File: config.mk
export PLATFORM = sky130hd
export DESIGN_NAME = nibble_uart_tx_flat
export DESIGN_NICKNAME = d
export VERILOG_FILES = /design/src/rtl/nibble_uart_tx_pkg.sv /design/src/rtl/nibble_uart_tx_if.sv /design/src/rtl/nibble_uart_tx_baud_tick_gen.sv /design/src/rtl/nibble_uart_tx.sv /design/src/flat_wrapper.sv
export SDC_FILE = /design/constraint.sdc
export NUM_CORES = 1
export LEC_CHECK = 0
export ABC_CLOCK_PERIOD_IN_PS = 4350
export BUFFER_PORTS_ARGS = -buffer_cell sky130_fd_sc_hd__buf_2
export CELL_PAD_IN_SITES_DETAIL_PLACEMENT = 2
export CELL_PAD_IN_SITES_GLOBAL_PLACEMENT = 2
export CORE_ASPECT_RATIO = 0.5
export CORE_UTILIZATION = 38
export CTS_CLUSTER_DIAMETER = 50
export DETAILED_ROUTE_END_ITERATION = 10
export GPL_TIMING_DRIVEN = 0
export PLACE_DENSITY_LB_ADDON = 0.1
export RECOVER_POWER = 100
export SETUP_SLACK_MARGIN = 0.2
export SYNTH_ARGS = -nofsm -noshare
export SYNTH_HDL_FRONTEND = slang
export SYNTH_HIERARCHICAL = 1
export SYNTH_SLANG_ARGS = --single-unit
export TNS_END_PERCENT = 100
File: constraint.sdc
create_clock -name clk -period 4.35 [get_ports clk]
set_input_delay 0.2175 -clock clk [delete_from_list [all_inputs] [get_ports clk]]
set_output_delay 0.2175 -clock clk [all_outputs]
set_load 0.01 [all_outputs]
File: src/rtl/nibble_uart_tx_pkg.sv
// Purpose : shared types and constants for the nibble UART transmitter.
// Latency : n/a (types only).
// Backpr. : n/a (types only).
package nibble_tx_pkg;

    // Frame sequencer states
    typedef enum logic [2:0] {
        IDLE   = 3'd0,
        POP    = 3'd1,
        LOAD   = 3'd2,
        START  = 3'd3,
        DATA   = 3'd4,
        PARITY = 3'd5,
        STOP   = 3'd6
    } state_e;

    localparam int   CLKS_PER_BIT_DEF = 8;

    // Serial line levels
    localparam logic IDLE_LVL  = 1'b1;
    localparam logic START_LVL = 1'b0;
    localparam logic STOP_LVL  = 1'b1;

endpackage

File: src/rtl/nibble_uart_tx_if.sv
// Purpose : read side of the upstream 4-bit FIFO (pop strobe, empty flag, data).
// Latency : fifo_data is valid the cycle after fifo_rd.
// Backpr. : fifo_empty=1 holds off pops; the transmitter never pops an empty FIFO.
//   master : transmitter side (drives fifo_rd)
//   slave  : FIFO side (drives fifo_empty, fifo_data)
interface nibble_uart_tx_if;
    logic       fifo_empty;
    logic [3:0] fifo_data;
    logic       fifo_rd;

    modport master (output fifo_rd, input fifo_empty, input fifo_data);
    modport slave  (input fifo_rd, output fifo_empty, output fifo_data);
endinterface

File: src/rtl/nibble_uart_tx_baud_tick_gen.sv
// Purpose : bit-period timer; one-cycle tick every CLKS_PER_BIT cycles.
// Latency : first tick CLKS_PER_BIT cycles after i_restart is released.
// Backpr. : none; i_restart holds the counter at zero.
//   clk, rst_n : clock / async active-low reset
//   i_restart  : synchronous restart (counter forced to 0)
//   o_tick     : high in the last cycle of every bit period
module baud_tick_gen #(
    parameter int CLKS_PER_BIT = 8
) (
    input  logic clk,
    input  logic rst_n,
    input  logic i_restart,
    output logic o_tick
);

    localparam logic [7:0] LAST_CNT = 8'(CLKS_PER_BIT - 1);

    logic [7:0] r_cnt;

    assign o_tick = (r_cnt == LAST_CNT);

    // Wrapping on the tick reloads the period at every bit boundary.
    always_ff @(posedge clk or negedge rst_n) begin
        if (!rst_n) begin
            r_cnt <= 8'd0;
        end else if (i_restart || o_tick) begin
            r_cnt <= 8'd0;
        end else begin
            r_cnt <= r_cnt + 8'd1;
        end
    end

endmodule

File: src/rtl/nibble_uart_tx.sv
// Purpose : serialises 4-bit FIFO entries as start/4 data (LSB first)/[even parity]/stop frames.
// Latency : empty falls in T -> pop T+1 -> capture T+2 -> start bit T+3; frames back-to-back with a 2-cycle gap.
// Backpr. : pops only when tx_en=1 and FIFO not empty; a started frame always completes.
//   clk, rst_n : clock / async active-low reset
//   tx_en      : allows new frames to start
//   fifo_if    : upstream FIFO read port (fifo_rd, fifo_empty, fifo_data)
//   tx_out     : serial line (registered, idle high)
//   busy       : high whenever the sequencer is not IDLE
//   frame_cnt  : completed frame count, wraps at 256
module nibble_uart_tx
    import nibble_tx_pkg::*;
#(
    parameter int CLKS_PER_BIT = CLKS_PER_BIT_DEF,
    parameter bit PARITY_EN    = 1'b1
) (
    input  logic                    clk,
    input  logic                    rst_n,
    input  logic                    tx_en,
    nibble_uart_tx_if.master        fifo_if,
    output logic                    tx_out,
    output logic                    busy,
    output logic [7:0]              frame_cnt
);

    state_e     r_state, w_state_nxt;
    logic [1:0] r_idx, w_idx_nxt;
    logic [3:0] r_sh, w_sh_nxt;
    logic       r_par, w_par_nxt;
    logic       r_tx, w_tx_nxt;
    logic [7:0] r_frame_cnt;
    logic       w_cnt_inc;
    logic       w_restart;
    logic       w_tick;
    logic       w_can_pop;

    assign w_can_pop      = tx_en && !fifo_if.fifo_empty;
    assign fifo_if.fifo_rd = (r_state == POP);
    assign busy           = (r_state != IDLE);
    assign tx_out         = r_tx;
    assign frame_cnt      = r_frame_cnt;

    baud_tick_gen #(
        .CLKS_PER_BIT (CLKS_PER_BIT)
    ) u_baud (
        .clk       (clk),
        .rst_n     (rst_n),
        .i_restart (w_restart),
        .o_tick    (w_tick)
    );

    always_ff @(posedge clk or negedge rst_n) begin
        if (!rst_n) begin
            r_state     <= IDLE;
            r_idx       <= 2'd0;
            r_sh        <= 4'd0;
            r_par       <= 1'b0;
            r_tx        <= IDLE_LVL;
            r_frame_cnt <= 8'd0;
        end else begin
            r_state <= w_state_nxt;
            r_idx   <= w_idx_nxt;
            r_sh    <= w_sh_nxt;
            r_par   <= w_par_nxt;
            r_tx    <= w_tx_nxt;
            if (w_cnt_inc) begin
                r_frame_cnt <= r_frame_cnt + 8'd1;
            end
        end
    end

    always_comb begin
        w_state_nxt = r_state;
        w_idx_nxt   = r_idx;
        w_sh_nxt    = r_sh;
        w_par_nxt   = r_par;
        w_cnt_inc   = 1'b0;
        w_restart   = 1'b0;

        case (r_state)
            IDLE: begin
                w_restart = 1'b1;
                if (w_can_pop) begin
                    w_state_nxt = POP;
                end
            end
            POP: begin
                // Empty may rise here; the pop is already committed.
                w_restart   = 1'b1;
                w_state_nxt = LOAD;
            end
            LOAD: begin
                // Holding the timer in restart here aligns tick with the end of START.
                w_restart   = 1'b1;
                w_sh_nxt    = fifo_if.fifo_data;
                w_par_nxt   = ^fifo_if.fifo_data;
                w_idx_nxt   = 2'd0;
                w_state_nxt = START;
            end
            START: begin
                if (w_tick) begin
                    w_idx_nxt   = 2'd0;
                    w_state_nxt = DATA;
                end
            end
            DATA: begin
                if (w_tick) begin
                    if (r_idx == 2'd3) begin
                        w_state_nxt = PARITY_EN ? PARITY : STOP;
                    end else begin
                        w_idx_nxt = r_idx + 2'd1;
                        w_sh_nxt  = {1'b0, r_sh[3:1]};
                    end
                end
            end
            PARITY: begin
                if (w_tick) begin
                    w_state_nxt = STOP;
                end
            end
            STOP: begin
                if (w_tick) begin
                    w_cnt_inc   = 1'b1;
                    w_state_nxt = w_can_pop ? POP : IDLE;
                end
            end
            default: begin
                w_state_nxt = IDLE;
            end
        endcase
    end

    // Line value is computed for the state being entered so tx_out comes
    // straight from a flop and lines up with the state it belongs to.
    always_comb begin
        w_tx_nxt = IDLE_LVL;
        case (w_state_nxt)
            START:   w_tx_nxt = START_LVL;
            DATA:    w_tx_nxt = w_sh_nxt[0];
            PARITY:  w_tx_nxt = r_par;
            STOP:    w_tx_nxt = STOP_LVL;
            default: w_tx_nxt = IDLE_LVL;
        endcase
    end

endmodule

File: src/flat_wrapper.sv
// flat-port wrapper written by rule: the top's interface ports become plain ports
module nibble_uart_tx_flat import nibble_tx_pkg::*;
#(
    parameter int CLKS_PER_BIT = CLKS_PER_BIT_DEF,
    parameter bit PARITY_EN    = 1'b1
)
  (clk, rst_n, tx_en, tx_out, busy, frame_cnt, fifo_if_fifo_rd, fifo_if_fifo_empty, fifo_if_fifo_data);
  nibble_uart_tx_if fifo_if_i ();
  input  logic clk;
  input  logic rst_n;
  input  logic tx_en;
  output logic tx_out;
  output logic busy;
  output logic [7:0] frame_cnt;
  output wire logic [$bits(fifo_if_i.fifo_rd)-1:0] fifo_if_fifo_rd;
  input wire logic [$bits(fifo_if_i.fifo_empty)-1:0] fifo_if_fifo_empty;
  input wire logic [$bits(fifo_if_i.fifo_data)-1:0] fifo_if_fifo_data;
  assign fifo_if_fifo_rd = fifo_if_i.fifo_rd;
  assign fifo_if_i.fifo_empty = fifo_if_fifo_empty;
  assign fifo_if_i.fifo_data = fifo_if_fifo_data;
  nibble_uart_tx #(.CLKS_PER_BIT(CLKS_PER_BIT), .PARITY_EN(PARITY_EN)) u_core (.clk(clk), .rst_n(rst_n), .tx_en(tx_en), .fifo_if(fifo_if_i), .tx_out(tx_out), .busy(busy), .frame_cnt(frame_cnt));
endmodule
# After elaboration in Yosys (flattened, before gate mapping)
# Cells that the tools add are included.
# totals
output_inout_bits	11
reg_bits	27
# classes
eq_ne	14
n_reduce_logical	11
mux	20
n_addsub	3
# ops
cell	n
3-bit case mux with 7 select lines	1
3-bit two-way mux	6
8-bit by 1-bit adder with 8-bit output (second input constant)	2
3-bit equality test (second input constant)	5
3-bit by 2-bit equality test with 1-bit output (second input constant)	3
8-bit by 3-bit equality test with 1-bit output (second input constant)	1
4-bit two-way mux	2
8-bit two-way mux	1
4-bit case mux with 2 select lines	1
2-bit two-way mux	3
2-bit inequality test (second input constant)	3
2-bit case mux with 3 select lines	1
3-bit nonzero test	2
1-bit two-way mux	4
4-bit AND reduction	1
4-bit XOR reduction	1
3-bit by 1-bit equality test with 1-bit output (second input constant)	1
3-bit zero test	1
1-bit case mux with 3 select lines	1
3-bit AND reduction	1
3-bit OR reduction	1
2-bit by 1-bit adder with 2-bit output (second input constant)	1
2-bit equality test (second input constant)	1
2-bit nonzero test	1
3 further kinds	3

# Depth between registers and ports, before layout
# Gate-level depths: netlist (run 1).
# depth
ltp_word	7
depth_mapped	9
mapped_depth_nobuf	8

# Modules after synthesis
# Netlist (run 1), hierarchy kept.
# modules_own_cells
module	n_inst	area_each_um2	cells_each
nibble_uart_tx	1	980.9	92
baud_tick_gen	1	416.6	39

# Least setup slack after synthesis (run 1)
# No wires, ideal clock.
# synth_timing
path_kind	flip-flop to flip-flop
startpoint	register u_core.u_baud.r_cnt[0]
endpoint	register u_core.r_frame_cnt[7], in the netlist u_core/frame_cnt[7]
t_required_ns	4.226
arrival_time_ns	2.111
setup_time_ns	0.124
synth_period_minus_slack_ns	2.235
setup_slack_ns	2.115
path_stages_with_launch	10
path_cell_list	dfrtp_1 > ha_1 > nand4bb_2 > nor4_1 > buf_4 > nand2_2 > nor3b_4 > and3_1 > or3b_1 > xnor2_1
# synth_between
elab_chain_cells	3
# synth_lines
item	line_no	source
from (decl)	nibble_uart_tx_baud_tick_gen.sv:18	logic [7:0] r_cnt;
from (signal assigned)	nibble_uart_tx_baud_tick_gen.sv:29	r_cnt <= r_cnt + 8'd1;
8-bit by 3-bit equality test with 1-bit output	nibble_uart_tx_baud_tick_gen.sv:20	assign o_tick = (r_cnt == LAST_CNT);
net u_core.w_tick	nibble_uart_tx.sv:33	logic w_tick;
1-bit two-way mux	nibble_uart_tx.sv:121	if (w_tick) begin
1-bit two-way mux	nibble_uart_tx.sv:79	case (r_state)
to (signal assigned)	nibble_uart_tx.sv:66	r_frame_cnt <= r_frame_cnt + 8'd1;
to (decl)	nibble_uart_tx.sv:30	logic [7:0] r_frame_cnt;
# The timed path passes the listed nets, and every way through them passes these cells.
# A chain may end at the register's enable or synchronous reset.

# Worst setup path after layout (run 1)
# Ends and elaborated chain as after synthesis.

==> results of run 1 <==
[routing by layer]
metal  routed length, µm  GRT usage  part of all wire  up-vias
met5                   0          0                 0        -
met4                  32     0.0492             0.010        0
met3                  97     0.0439             0.031        5
met2                1550      0.322              0.49       13
met1                1470      0.215              0.47      554
li1                    -          -                 -      512
[flip-flops by register name (all words and copies together), names as in the netlist]
name                 cells
u_core/r_sh              4
u_core/r_idx             2
u_core/frame_cnt         8
u_core/tx_out            1
u_core/r_state           3
u_core/u_baud/r_cnt      8
u_core/r_par             1
[cell families after synthesis]
group           Yosys count  synth area share
compound gates           25             0.133
fa+ha+maj                 4            0.0358
flops                    27             0.484
mux                       3            0.0233
simple gates             46             0.201
buf+inv                  13            0.0412
xor+xnor                 13            0.0815
[cell usage in the layout, fill, tap and decap left out, drive strengths merged, types with 2 or more instances in the layout]
cell type	count
a222oi	2
nor3b	2
nand2b	2
buf	8
nand2	8
clkbuf	17
mux2	2
inv	9
nand3	6
o21ai	10
a32oi	2
or3	4
a21oi	5
xnor2	10
dfrtp	26
xor2	3
ha	4
nand4	5
nor2b	2
nor2	9
[critical path, cell delays in order (launching register included)]
cell       delay, ns
dfrtp_1         0.49
ha_1            0.24
nand4bb_2       0.14
nor4_1          0.29
clkbuf_1        0.36
nand2_2         0.11
nor3b_1         0.56
and3_1          0.32
or3b_1          0.38
xnor2_1         0.13
[through the flow]
step	hold WS (ns)	setup slack, ns
after floorplan	-0.0781	2.12
after global placement	0.265	1.79
after detailed placement	0.277	1.65
after CTS	0.194	1.62
after global routing	0.206	0.993
final	0.203	1.23
[layout make-up]
cell class              instances  area (µm²)  area share
flip-flops and latches         27         677       0.433
multi-input cells              91         633       0.405
repair buffers                 19        86.3      0.0553
well taps                      51        63.8      0.0409
clock buffers                   3        41.3      0.0264
inverters                       9        33.8      0.0216
plain buffers                   4        18.8      0.0120
clock inverters                 1        7.51     0.00481
[power breakdown]
| part | leakage [µW] | switching [µW] | internal (µW) | total, µW |
|---|---|---|---|---|
| clock | 0.0000217 | 83.4 | 65.2 | 149 |
| combinational | 0.000343 | 11.0 | 7.22 | 18.2 |
| sequential | 0.000336 | 1.44 | 256 | 257 |
| total | 0.000700 | 95.9 | 328 | 424 |
[worst max-delay path by stage]
stage / end / start / slack [ns] / cells after the start
finish: u_core/frame_cnt[7] / u_core/u_baud/r_cnt[0] / 1.23 / 9
global route: u_core/frame_cnt[7] / u_core/u_baud/r_cnt[0] / 0.99 / 9
CTS: u_core/frame_cnt[7] / u_core/u_baud/r_cnt[0] / 1.62 / 9
detailed placement: u_core/frame_cnt[7] / u_core/u_baud/r_cnt[0] / 1.65 / 9
global placement: u_core/frame_cnt[7] / u_core/u_baud/r_cnt[0] / 1.79 / 9
floorplan: u_core/frame_cnt[7] / u_core/u_baud/r_cnt[0] / 2.12 / 9
==> results.yml, run 1 <==
power:
  power_uw: 424
  irDropWorstVdd_mv: 0.0800
  power_density_nw_per_um2: 272
  leakage_uw: 0.000700
cells_and_area:
  area_delta_synth_final_pct: 11.7
  final_nets: 167
  drive_gt1_frac: 0.117
  final_area_um2: 1560
  stdcell_count: 205
  final_util: 0.450
  n_antenna_cell: 0
  num-fill-cells: 385
grt:
  grt_pass1_wl_mm: 5.22
  grt_max_degree: 28
  grt_pass1_vias: 1116
  antenna_found_initial: 0
  grtUsageTotal: 0.178
  grt_overflow_total: 0
detailed_routing:
  drc: 0
  ant_nets: 0
  wl_per_cell_um: 15.4
  drt-total-wl_mm: 3.15
  dr_total_vias: 1084
  first_iter_violations: 22
  viasPerCell: 5.29
  drtPass1Iterations: 4
place:
  port_buffers: 18
  dpl.hpwl_mm: 2.37
  routabilityCongestion: 0.706
  placed_cells: 200
  place_area_um2: 1550
yosys:
  synth_common_cells: "dfrtp_1, o21ai_0, xnor2_1"
  synth_edf_count: 0
  async_reset_ff_frac: 1.00
  yosysMostFrequentCell: "dfrtp_1"
  yosys.area.top_type: "dfrtp_1"
  ys_ff_latch: 27
  synth.top_cells.by_area: "dfrtp_1, xnor2_1, ha_1, o21ai_0, inv_1"
  syn_nets: 143
  synth_area_um2: 1400
  ys_seq_area_frac: 0.484
  yosysWarningCount: 6
  syn_area_per_cell_um2: 10.7
  synth_cells: 131
  synth_top_area_frac: 0.466
  synth_cell_type_count: 40
  ys.flop_type: "dfrtp_1"
timing:
  min_period_ns: 3.12
  skew_ns: 0.0139
  hold_violations: 0
  worst_slew_pin_slew_ns: 1.51
  setup_viol: 0
  clock.fmax_mhz: 320
  slew-limit-headroom: -0.00884
  setup_tns_ns: 0
  period_share: 0.718
  maxSlewViolCount: 28
  rsz0062_at_grt: "no"
run_status:
  violations: "max-capacitance violations, max-slew violations"
  status: "complete, but fails checks"
clocking:
  post_cts_buffers: 0
  cts_max_level: 1
  clk_latency_ns: 0.28
  cts_tree: "done"
  post_cts_resize_count: 0
  clkSinkCount: 27
  clockBufferDepth: 2
  cts_hold_repair.buffers: 1
  path_clk_slew_ns: 0.10
  root_buffer: "clkbuf_8"
  cts_buffers: 3
critical_path:
  endpoint_kind: "flop"
  rr_worst_depth: 9
  crit_type: "flop to flop"
  reg2reg_slack_ns: 1.23
  r2r-start: "u_core/u_baud/r_cnt[0]"
  worstPathRequired_ns: 4.53
  arrival_ns: 3.30
  cp-start-kind: "flop"
  r2r-end: "u_core/frame_cnt[7]"
  critPathMaxFanout: 9
flow_run:
  maxCapViolCount: 1
floorplanning:
  pin_count: 19
  start_util: 0.403
  rows: 15
  die_h_um: 44.9
  fp.coreArea_um2: 3470
  die-area_um2: 3940
  fp.dieW_um: 87.8
hold_path:
  holdPathStages: 3
  min_to: "u_core/r_sh[2]"
  min_from: "fifo_if_fifo_data[2]"
  worstHoldPathType: "primary input to flop"
No activity file was read; power rests on OpenSTA's default activity.
==> run 2, diff against run 1 <==
--- a/config.mk
+++ b/config.mk
@@ -5,12 +5,12 @@
 export SDC_FILE = /design/constraint.sdc
 export NUM_CORES = 1
 export LEC_CHECK = 0
-export ABC_CLOCK_PERIOD_IN_PS = 4350
+export ABC_CLOCK_PERIOD_IN_PS = 2730
 export BUFFER_PORTS_ARGS = -buffer_cell sky130_fd_sc_hd__buf_2
 export CELL_PAD_IN_SITES_DETAIL_PLACEMENT = 2
 export CELL_PAD_IN_SITES_GLOBAL_PLACEMENT = 2
 export CORE_ASPECT_RATIO = 0.5
-export CORE_UTILIZATION = 38
+export CORE_UTILIZATION = 33
 export CTS_CLUSTER_DIAMETER = 50
 export DETAILED_ROUTE_END_ITERATION = 10
 export GPL_TIMING_DRIVEN = 0
==> constraint.sdc (replaced) <==
create_clock -name clk -period 2.73 [get_ports clk]
set_input_delay 0.1365 -clock clk [delete_from_list [all_inputs] [get_ports clk]]
set_output_delay 0.1365 -clock clk [all_outputs]
set_load 0.01 [all_outputs]
==> results.yml, run 2 (synthesized netlist as in run 1, its figures left out) <==
clocking:
  cts_buffers: 3
  cts_tree: "done"
  root_buffer: "clkbuf_8"
  clockBufferDepth: 2
  clk_latency_ns: 0.28
  cts_max_level: 1
  clkSinkCount: 27
  path_clk_slew_ns: 0.10
floorplanning:
  rows: 16
  fp.dieW_um: 94.0
  pin_count: 19
  die_h_um: 48.0
  fp.coreArea_um2: 3980
  die-area_um2: 4520
  start_util: 0.351
power:
  leakage_uw: 0.000745
  power_density_nw_per_um2: 410
  irDropWorstVdd_mv: 0.157
grt:
  grt_pass1_wl_mm: 5.28
  grtUsageTotal: 0.160
  grt_pass1_vias: 1086
  antenna_found_initial: 0
  grt_overflow_total: 0
  grt_max_degree: 28
timing:
  setup_tns_ns: 0
  slew-limit-headroom: -0.0142
  skew_ns: 0.0112
  worst_slew_pin_slew_ns: 1.50
  clock.fmax_mhz: 414
  rsz0062_at_grt: "no"
  maxSlewViolCount: 9
  min_period_ns: 2.42
  hold_violations: 0
  setup_viol: 0
  period_share: 0.885
detailed_routing:
  drtPass1Iterations: 4
  wl_per_cell_um: 16.1
  drc: 0
  first_iter_violations: 18
  ant_nets: 0
  viasPerCell: 5.10
  dr_total_vias: 1096
  drt-total-wl_mm: 3.46
hold_path:
  worstHoldPathType: "primary input to flop"
  min_to: "u_core/r_sh[3]"
  holdPathStages: 2
  min_from: "fifo_if_fifo_data[3]"
critical_path:
  endpoint_kind: "flop"
  critPathMaxFanout: 9
  reg2reg_slack_ns: 0.31
  arrival_ns: 2.60
  cp-start-kind: "flop"
  crit_type: "flop to flop"
  r2r-start: "u_core/u_baud/r_cnt[0]"
  worstPathRequired_ns: 2.91
  r2r-end: "u_core/frame_cnt[7]"
  rr_worst_depth: 9
cells_and_area:
  final_cell_mix: "dfrtp_1, clkbuf_1, o21ai_0, xnor2_1"
  stdcell_count: 215
  num-fill-cells: 437
  drive_gt1_frac: 0.180
  layout_commonest_cell: "dfrtp_1"
  final_nets: 174
  n_antenna_cell: 0
  area_delta_synth_final_pct: 18.4
place:
  placed_cells: 203
  port_buffers: 18
  routabilityCongestion: 0.730
  dpl.hpwl_mm: 2.30
run_status:
  violations: "max-capacitance violations, max-slew violations"
  status: "complete, but fails checks"
flow_run:
  maxCapViolCount: 1
run 2: changes by cell type in the layout (fill, tap and decap cells not counted), sizes merged:
cell and delta:
clkbuf +2, buf +5
run 2: per-stage QoR:
step	instance area (µm²)	worst slack [ns]	utilization	power [µW]	hold WS (ns)
after floorplan	1400	0.495	-	429	-0.159
after global placement	1560	0.163	0.390	448	0.198
after detailed placement	1560	0.113	0.390	449	0.201
after CTS	1630	0.234	0.409	692	0.117
after global routing	1660	0.119	0.416	709	0.124
final	1660	0.314	0.416	678	0.120
run 2: timing repair:
action / 4_1_cts / 5_1_grt
resized for setup: 4 / 4
hold endpoints to repair: 26 / 0
setup buffers: 0 / 7
pin swaps: 0 / 2
endpoints found under the setup margin: 1 / 1
hold buffers: 1 / 0
gates cloned: 0 / 0
run 2: cell type report:
type	instances	area (µm²)	area share
flip-flops and latches	27	678	0.410
multi-input cells	91	662	0.400
repair buffers	26	139	0.0839
well taps	54	67.6	0.0408
clock buffers	3	41.3	0.0249
inverters	9	33.8	0.0204
plain buffers	4	26.3	0.0159
clock inverters	1	7.51	0.00454
run 2: how the worst max path moves through the flow:
| stage | startpoint | end | cells past startpoint |
|---|---|---|---|
| detailed placement | u_core/u_baud/r_cnt[0] | u_core/frame_cnt[7] | 9 |
| finish | u_core/u_baud/r_cnt[0] | u_core/frame_cnt[7] | 9 |
| global route | u_core/u_baud/r_cnt[0] | u_core/frame_cnt[7] | 9 |
| floorplan | u_core/u_baud/r_cnt[0] | u_core/frame_cnt[7] | 9 |
| global placement | u_core/u_baud/r_cnt[0] | u_core/frame_cnt[7] | 9 |
| CTS | u_core/u_baud/r_cnt[0] | u_core/frame_cnt[7] | 9 |
run 2: metal layers:
metal	GRT usage	routed length [µm]	up-vias
li1	-	-	528
met5	0	0	-
met2	0.272	1640	13
met3	0.0429	99	5
met1	0.207	1670	550
met4	0.0462	46	0
run 2: critical path, stage by stage (launching register included):
cell	delay, ns
dfrtp_1	0.43
ha_1	0.21
nand4bb_2	0.16
nor4_4	0.26
buf_6	0.16
nand2_1	0.10
nor3b_4	0.24
and3_4	0.24
or3b_1	0.37
xnor2_1	0.13
run 2: power by group:
part	total, µW	internal, µW	switching [µW]
logic	29.3	11.5	17.8
registers	411	408	3.15
clock network	237	104	133
total	678	523	154
